`src/rtl/updn_mod_counter_pkg.sv`:
```
// Shared constants for the up/down modulo counter family.
package updn_mod_counter_pkg;

    // Direction encoding on the up_dn input.
    localparam bit DIR_UP   = 1'b1;
    localparam bit DIR_DOWN = 1'b0;

    // Boundary behaviour selected by the SATURATE parameter.
    localparam bit MODE_WRAP = 1'b0;
    localparam bit MODE_SAT  = 1'b1;

endpackage : updn_mod_counter_pkg

```
`src/rtl/updn_prescaler.sv`:
```
// Enable prescaler: produces one tick per DIV enabled cycles.
// Holds while en is low; clr discards any partial progress.
module updn_prescaler #(
    parameter int DIV = 1
) (
    input  logic clk,
    input  logic reset,
    input  logic en,
    input  logic clr,
    output logic tick
);

    localparam int             CW   = (DIV > 1) ? $clog2(DIV) : 1;
    localparam logic [CW-1:0]  LAST = CW'(DIV - 1);

    logic [CW-1:0] cnt_q;
    logic [CW-1:0] cnt_d;

    // Tick on the last enabled cycle of each DIV-long window.
    assign tick = en && (cnt_q == LAST);

    // Next prescale count: clear wins, otherwise advance only when enabled.
    always_comb begin
        // NOTE: default assignment first so every path drives cnt_d; no latch.
        cnt_d = cnt_q;
        if (clr) begin
            cnt_d = '0;
        end else if (en) begin
            cnt_d = tick ? '0 : cnt_q + CW'(1);
        end
    end

    // Prescale count register with asynchronous reset.
    always_ff @(posedge clk or posedge reset) begin
        // NOTE: non-blocking assignments for all registered state.
        if (reset) begin
            cnt_q <= '0;
        end else begin
            cnt_q <= cnt_d;
        end
    end

endmodule : updn_prescaler

```
`src/rtl/updn_mod_counter.sv`:
```
// Up/down modulo counter with load clamp, optional saturation,
// enable prescaler and a registered terminal-count pulse.
module updn_mod_counter
    import updn_mod_counter_pkg::*;
#(
    parameter int               WIDTH     = 4,
    parameter logic [WIDTH-1:0] MAX_VAL   = {WIDTH{1'b1}},
    parameter logic [WIDTH-1:0] RESET_VAL = MAX_VAL,
    parameter bit               SATURATE  = MODE_WRAP,
    parameter int               DIV       = 1
) (
    input  logic             clk,
    input  logic             reset,
    input  logic             en,
    input  logic             up_dn,
    input  logic             load,
    input  logic [WIDTH-1:0] load_val,
    output logic [WIDTH-1:0] count,
    output logic             tc,
    output logic             zero
);

    logic [WIDTH-1:0] count_q;
    logic [WIDTH-1:0] count_d;
    logic             tc_q;
    logic             tc_d;
    logic             tick;
    logic             step;

    // Load restarts the prescale window so the next step is a full DIV away.
    updn_prescaler #(
        .DIV (DIV)
    ) u_prescaler (
        .clk   (clk),
        .reset (reset),
        .en    (en),
        .clr   (load),
        .tick  (tick)
    );

    // tick already implies en; load suppresses the step.
    assign step = tick && !load;

    // Next count and terminal-count: load beats step, boundaries wrap or hold.
    always_comb begin
        count_d = count_q;
        tc_d    = 1'b0;
        if (load) begin
            count_d = (load_val > MAX_VAL) ? MAX_VAL : load_val;
        end else if (step) begin
            if (up_dn == DIR_UP) begin
                if (count_q == MAX_VAL) begin
                    tc_d    = 1'b1;
                    count_d = (SATURATE == MODE_SAT) ? MAX_VAL : '0;
                end else begin
                    count_d = count_q + WIDTH'(1);
                end
            end else begin
                if (count_q == '0) begin
                    tc_d    = 1'b1;
                    count_d = (SATURATE == MODE_SAT) ? '0 : MAX_VAL;
                end else begin
                    count_d = count_q - WIDTH'(1);
                end
            end
        end
    end

    // Count and terminal-count registers with asynchronous reset.
    always_ff @(posedge clk or posedge reset) begin
        if (reset) begin
            count_q <= RESET_VAL;
            tc_q    <= 1'b0;
        end else begin
            count_q <= count_d;
            tc_q    <= tc_d;
        end
    end

    assign count = count_q;
    assign tc    = tc_q;
    assign zero  = (count_q == '0);

endmodule : updn_mod_counter

```
`config.mk`:
```
export PLATFORM = sky130hd
export DESIGN_NAME = updn_mod_counter
export DESIGN_NICKNAME = d
export VERILOG_FILES = /design/src/rtl/updn_mod_counter_pkg.sv /design/src/rtl/updn_prescaler.sv /design/src/rtl/updn_mod_counter.sv
export SDC_FILE = /design/constraint.sdc
export NUM_CORES = 1
export LEC_CHECK = 0
export ABC_CLOCK_PERIOD_IN_PS = 1600
export BUFFER_PORTS_ARGS = -buffer_cell sky130_fd_sc_hd__buf_2
export CAP_MARGIN = 15
export CORE_AREA = 2 2 39 41
export DETAILED_ROUTE_END_ITERATION = 16
export DIE_AREA = 0 0 41 43
export PLACE_DENSITY_LB_ADDON = 0.2
export RECOVER_POWER = 50
export SETUP_SLACK_MARGIN = 0.02
export SYNTH_ARGS = -nofsm -noshare
export SYNTH_HDL_FRONTEND = slang
export SYNTH_SLANG_ARGS = --single-unit
```
`constraint.sdc`:
```
create_clock -name clk -period 1.6 [get_ports clk]
set_clock_uncertainty 0.15 [all_clocks]
set_input_delay 0.24 -clock clk [delete_from_list [all_inputs] [get_ports clk]]
set_output_delay 0.24 -clock clk [all_outputs]
set_load 0.02 [all_outputs]
```
Word-level counts from Yosys, hierarchy flattened. Index checks and enable logic that the tools add are counted.

Bits in registers: 6. Output and inout port bits: 6. Word-level logic and storage cells: 29. Input bits: 9.

Eq/ne operators: 1. $add $sub $neg: 3. Bitwise logic cells: 1. Mux-type cells: 14. $lt $le $gt $ge: 1. Reductions and logical operators: 6.

Operators with widths (count): $mux 4 (6); $mux 1 (8); $add 4x1->4 const B (1); $eq 4x4->1 const B (1); $gt 4x4->1 const B (1); $logic_not 4->1 (1); $reduce_bool 2->1 (2); $sub 4x1->4 const B (1); $logic_and 1x1->1 (2); $add 1x1->1 const B (1); $logic_not 1->1 (1); $not 1->1 (1).

Depth between registers and ports, before layout.
Depth in word-level cells: 5. Depth in mapped cells: 6. Depth with buffers taken out: 6.

Modules after synthesis. From an unflattened synthesis, not the netlist that was laid out.

Cell total of the unflattened synthesis: 44. Area, all modules: 407.9 µm².

Modules (own cells, without submodules): updn_mod_counter (instances 1, cells an instance 40, sequential area each 130.1 µm², area an instance 357.8 µm²); updn_prescaler (instances 1, cells an instance 4, sequential area each 25.0 µm², area an instance 50.0 µm²).

Least setup slack after synthesis. Ideal clock, no wire load.

Path type: register -> register. Start: register count_q[0], in the netlist count[0]. End: register count_q[3], in the netlist count[3]. Arrival: 1626 ps. Clock period less this slack: 1870 ps. Setup time: 93 ps. Buffers on the path: 0. Required time: 1357 ps. Cell stages (with the launch flop): 7. Path slack: -270 ps. Cell sequence: dfstp_2 > inv_1 > ha_1 > nor3b_2 > nor2b_4 > o41ai_2 > o211ai_1.

Longest elaborated chain between the ends: 5. Elaborated cells between the ends (all ways): 9. Those cells by class: add/sub: 2; eq/ne: 1; mux: 5; reduce/logical: 1.

Ends and longest elaborated chain: start: declaration (RTL line updn_mod_counter.sv:23) `logic [WIDTH-1:0] count_q;`; start signal: assignment (RTL line updn_mod_counter.sv:75) `count_q <= count_d;`; $logic_not 4->1; via zero (RTL line updn_mod_counter.sv:20) `output logic zero`; $mux 4 (RTL line updn_mod_counter.sv:59) `if (count_q == '0) begin`; $mux 4 (RTL line updn_mod_counter.sv:51) `if (up_dn == DIR_UP) begin`; $mux 4 (RTL line updn_mod_counter.sv:50) `end else if (step) begin`; $mux 4 (RTL line updn_mod_counter.sv:48) `if (load) begin`.

The timed path passes the listed nets, and every way through them passes these cells. The select of a mux whose other input is x is not followed. A chain may end at the register's enable or synchronous reset.

Worst setup path in the final report.
Start: register count_q[0], in the netlist count[0]. End: output port zero.

Longest elaborated chain between the ends: 1.

Ends and longest elaborated chain: $logic_not 4->1 (RTL line updn_mod_counter.sv:82) `assign zero = (count_q == '0);`; end: declaration (RTL line updn_mod_counter.sv:20).

No other way between the ends.

==> out/results.ini <==
[run_status]
run_status=finished, violations left
violations=setup timing

[timing]
finalCriticalPeriod_ns=1.639
worst_hold_slack_ns=0.01580
fin_ws_ns=-0.03886
timing.fmax_mhz=610.2
setup_violations=1
rsz0062_at_grt=true
finalMaxSlewViolations=0
hold_viol=0
worst_pin_slew_ns=0.3105
max_slew_margin=0.7930
post-route-period-util=1.024

[route]
num_vias=404
drc_errors=0
firstDrtPassIters=2
antenna_left=0
totalWireLength_um=954
drt_iter0_markers=8
wl_per_cell_um=11.78
viasPerCell=4.988

[die]
core_area_mm2=0.001384
start_util=0.3291
fp-row-count=14
dieWidth_um=41
die_y_um=43
ios=15
dieArea_mm2=0.001763

[logic_synthesis]
yosysWarningCount=0
synth-seq-cells=6
seq_area_frac_synth=0.3407
ys_types=26
syn_nets=58
synth_area_um2=455.4
avgSynthCellArea_um2=9.690
netlist_instances=47

[layout]
diodes=0
drive_gt1_frac=0.5077
area_growth_pct=35.44
final_common_cell=buf_2
fin_util=0.4458
layout.nets=78
final_cell_mix=13 x buf_2, 4 x nor3b_1, 4 x dfstp_2
nFillCells=142
fin_area_um2=616.8

[worst_setup_path]
worstPathArrival_ns=1.25
end_kind=primary output
critPathLaunchType=flop
path_class=reg2out
cp.required_ns=1.21
crit_path_max_fanout=2

[global_routing]
grt_usage=0.1314
antenna_found_initial=0
grt_pass1_wl_um=1545
grt_pass1_vias=364
grt_overflow=0
grt_start_max_net_pins=13

[power]
powerDensity_mw_per_mm2=887.3
finalPower_mw=0.5473
ir_drop_mv=0.4639
leakagePower_nw=0.2636

[clock_tree]
numCtsBuffers=3
clkSlewWorstSetupHoldPaths_ns=0.05
tritoncts=yes
htree_num_levels=1
cts-root-buf=clkbuf_4
clock-sinks=6
clockBufferDepth=2
clock_latency_ns=0.24

[placed_design]
finalWeightedCongestion=0.6881
place_area_um2=551.8
dp_hpwl_um=700.3
portBuffers=14

[job]
cap_viol_max_count=0

[hold_path]
hold_class=in2reg

-- synthesized netlist by cell type --
cell type,number,share of area
a21oi_1,2,0.022
a41oi_1,2,0.038
buf_2,1,0.011
buf_6,2,0.049
dfrtp_1,2,0.11
dfstp_2,4,0.23
ha_1,2,0.055
inv_1,4,0.033
mux2_2,1,0.025
mux2i_1,1,0.022
nand2_1,3,0.025
nand2b_1,1,0.014
nand3b_1,1,0.016
nor2_1,2,0.016
nor2b_1,1,0.014
nor2b_4,1,0.030
nor3_1,3,0.033
nor3b_1,4,0.066
nor3b_2,1,0.027
nor4_1,1,0.014
o211ai_1,1,0.016
o21ai_0,3,0.033
o41a_1,1,0.025
o41ai_2,1,0.036
xnor2_1,1,0.019
xor2_1,1,0.019
-- path summary, 6_finish.rpt --
kind                                               start                             to  slack, ns  cells after the start
max in group asynchronous                          reset           count[3]$_DFFE_PP1P_       0.74                      3
setup reg to reg                    count[0]$_DFFE_PP1P_           count[3]$_DFFE_PP1P_       0.01                      6
hold / removal                                        en  u_prescaler.cnt_q$_DFFE_PP0P_       0.02                      2
setup / recovery                    count[0]$_DFFE_PP1P_                           zero      -0.04                      4
hold reg to reg            u_prescaler.cnt_q$_DFFE_PP0P_  u_prescaler.cnt_q$_DFFE_PP0P_       0.38                      1
min in group asynchronous                          reset                   tc$_DFF_PP0_       0.30                      3
-- flip-flops by register name, indices dropped and copies added (netlist names) --
| register | count |
|---|---|
| count | 4 |
| tc | 1 |
| u_prescaler.cnt_q | 1 |
-- metrics by stage --
stage                     instances  setup slack [ns]   TNS, ns
after floorplan                  47           -0.1961   -0.3489
after global placement           76          -0.08559   -0.1145
after detailed placement         76          -0.09514   -0.1659
after CTS                        81          -0.05336  -0.05559
after global routing             81          -0.08606   -0.2067
final                            81          -0.03886  -0.03886
-- cells by family (layout without fill, tap and decap cells) --
family / Yosys count / count (layout) / share of synthesized area
AO/OA/AOI/OAI: 10 / 10 / 0.1703
AND/OR/NAND/NOR: 18 / 18 / 0.2555
XOR/XNOR: 2 / 2 / 0.03847
adder cells (fa/ha/maj): 2 / 2 / 0.05494
buffers and inverters: 7 / 25 / 0.09338
flip-flops: 6 / 6 / 0.3407
multiplexers: 2 / 2 / 0.04670
-- timing repair --
| item | in CTS | in global routing |
|---|---|---|
| gates resized for setup | 5 | 0 |
| hold endpoints to repair | 6 | 0 |
| setup buffers | 1 | 0 |
| endpoints found under the setup margin | 4 | 5 |
| hold buffers | 1 | 0 |
| pin swaps | 5 | 1 |
-- where the power goes --
part / switching (mW) / internal [mW] / total (mW)
sequential: 0.0266 / 0.181 / 0.207
combinational: 0.106 / 0.0975 / 0.203
clock: 0.0518 / 0.0847 / 0.136
total: 0.184 / 0.363 / 0.547
-- final cells by class --
class,count,area (um2),share of cell area
multi-input cells,34,295.3,0.4787
flip-flops and latches,6,155.1,0.2515
repair buffers,18,108.9,0.1765
clock buffers,3,22.52,0.03651
well taps,16,20.02,0.03245
inverters,4,15.01,0.02434
-- layer usage --
layer | global-route usage | share of wire | vias to the layer above
li1 | - | - | 209
met1 | 0.1645 | 0.48 | 182
met2 | 0.1938 | 0.47 | 13
met3 | 0.07853 | 0.046 | 0
met4 | 0.02000 | 0 | 0
met5 | 0 | 0 | -
-- critical path, cell delays in order (launching register included) --
cell     delay, ns
dfstp_2       0.53
inv_2         0.05
ha_4          0.15
nor3b_4       0.14
buf_6         0.13
No activity file was read; power rests on OpenSTA's default activity.
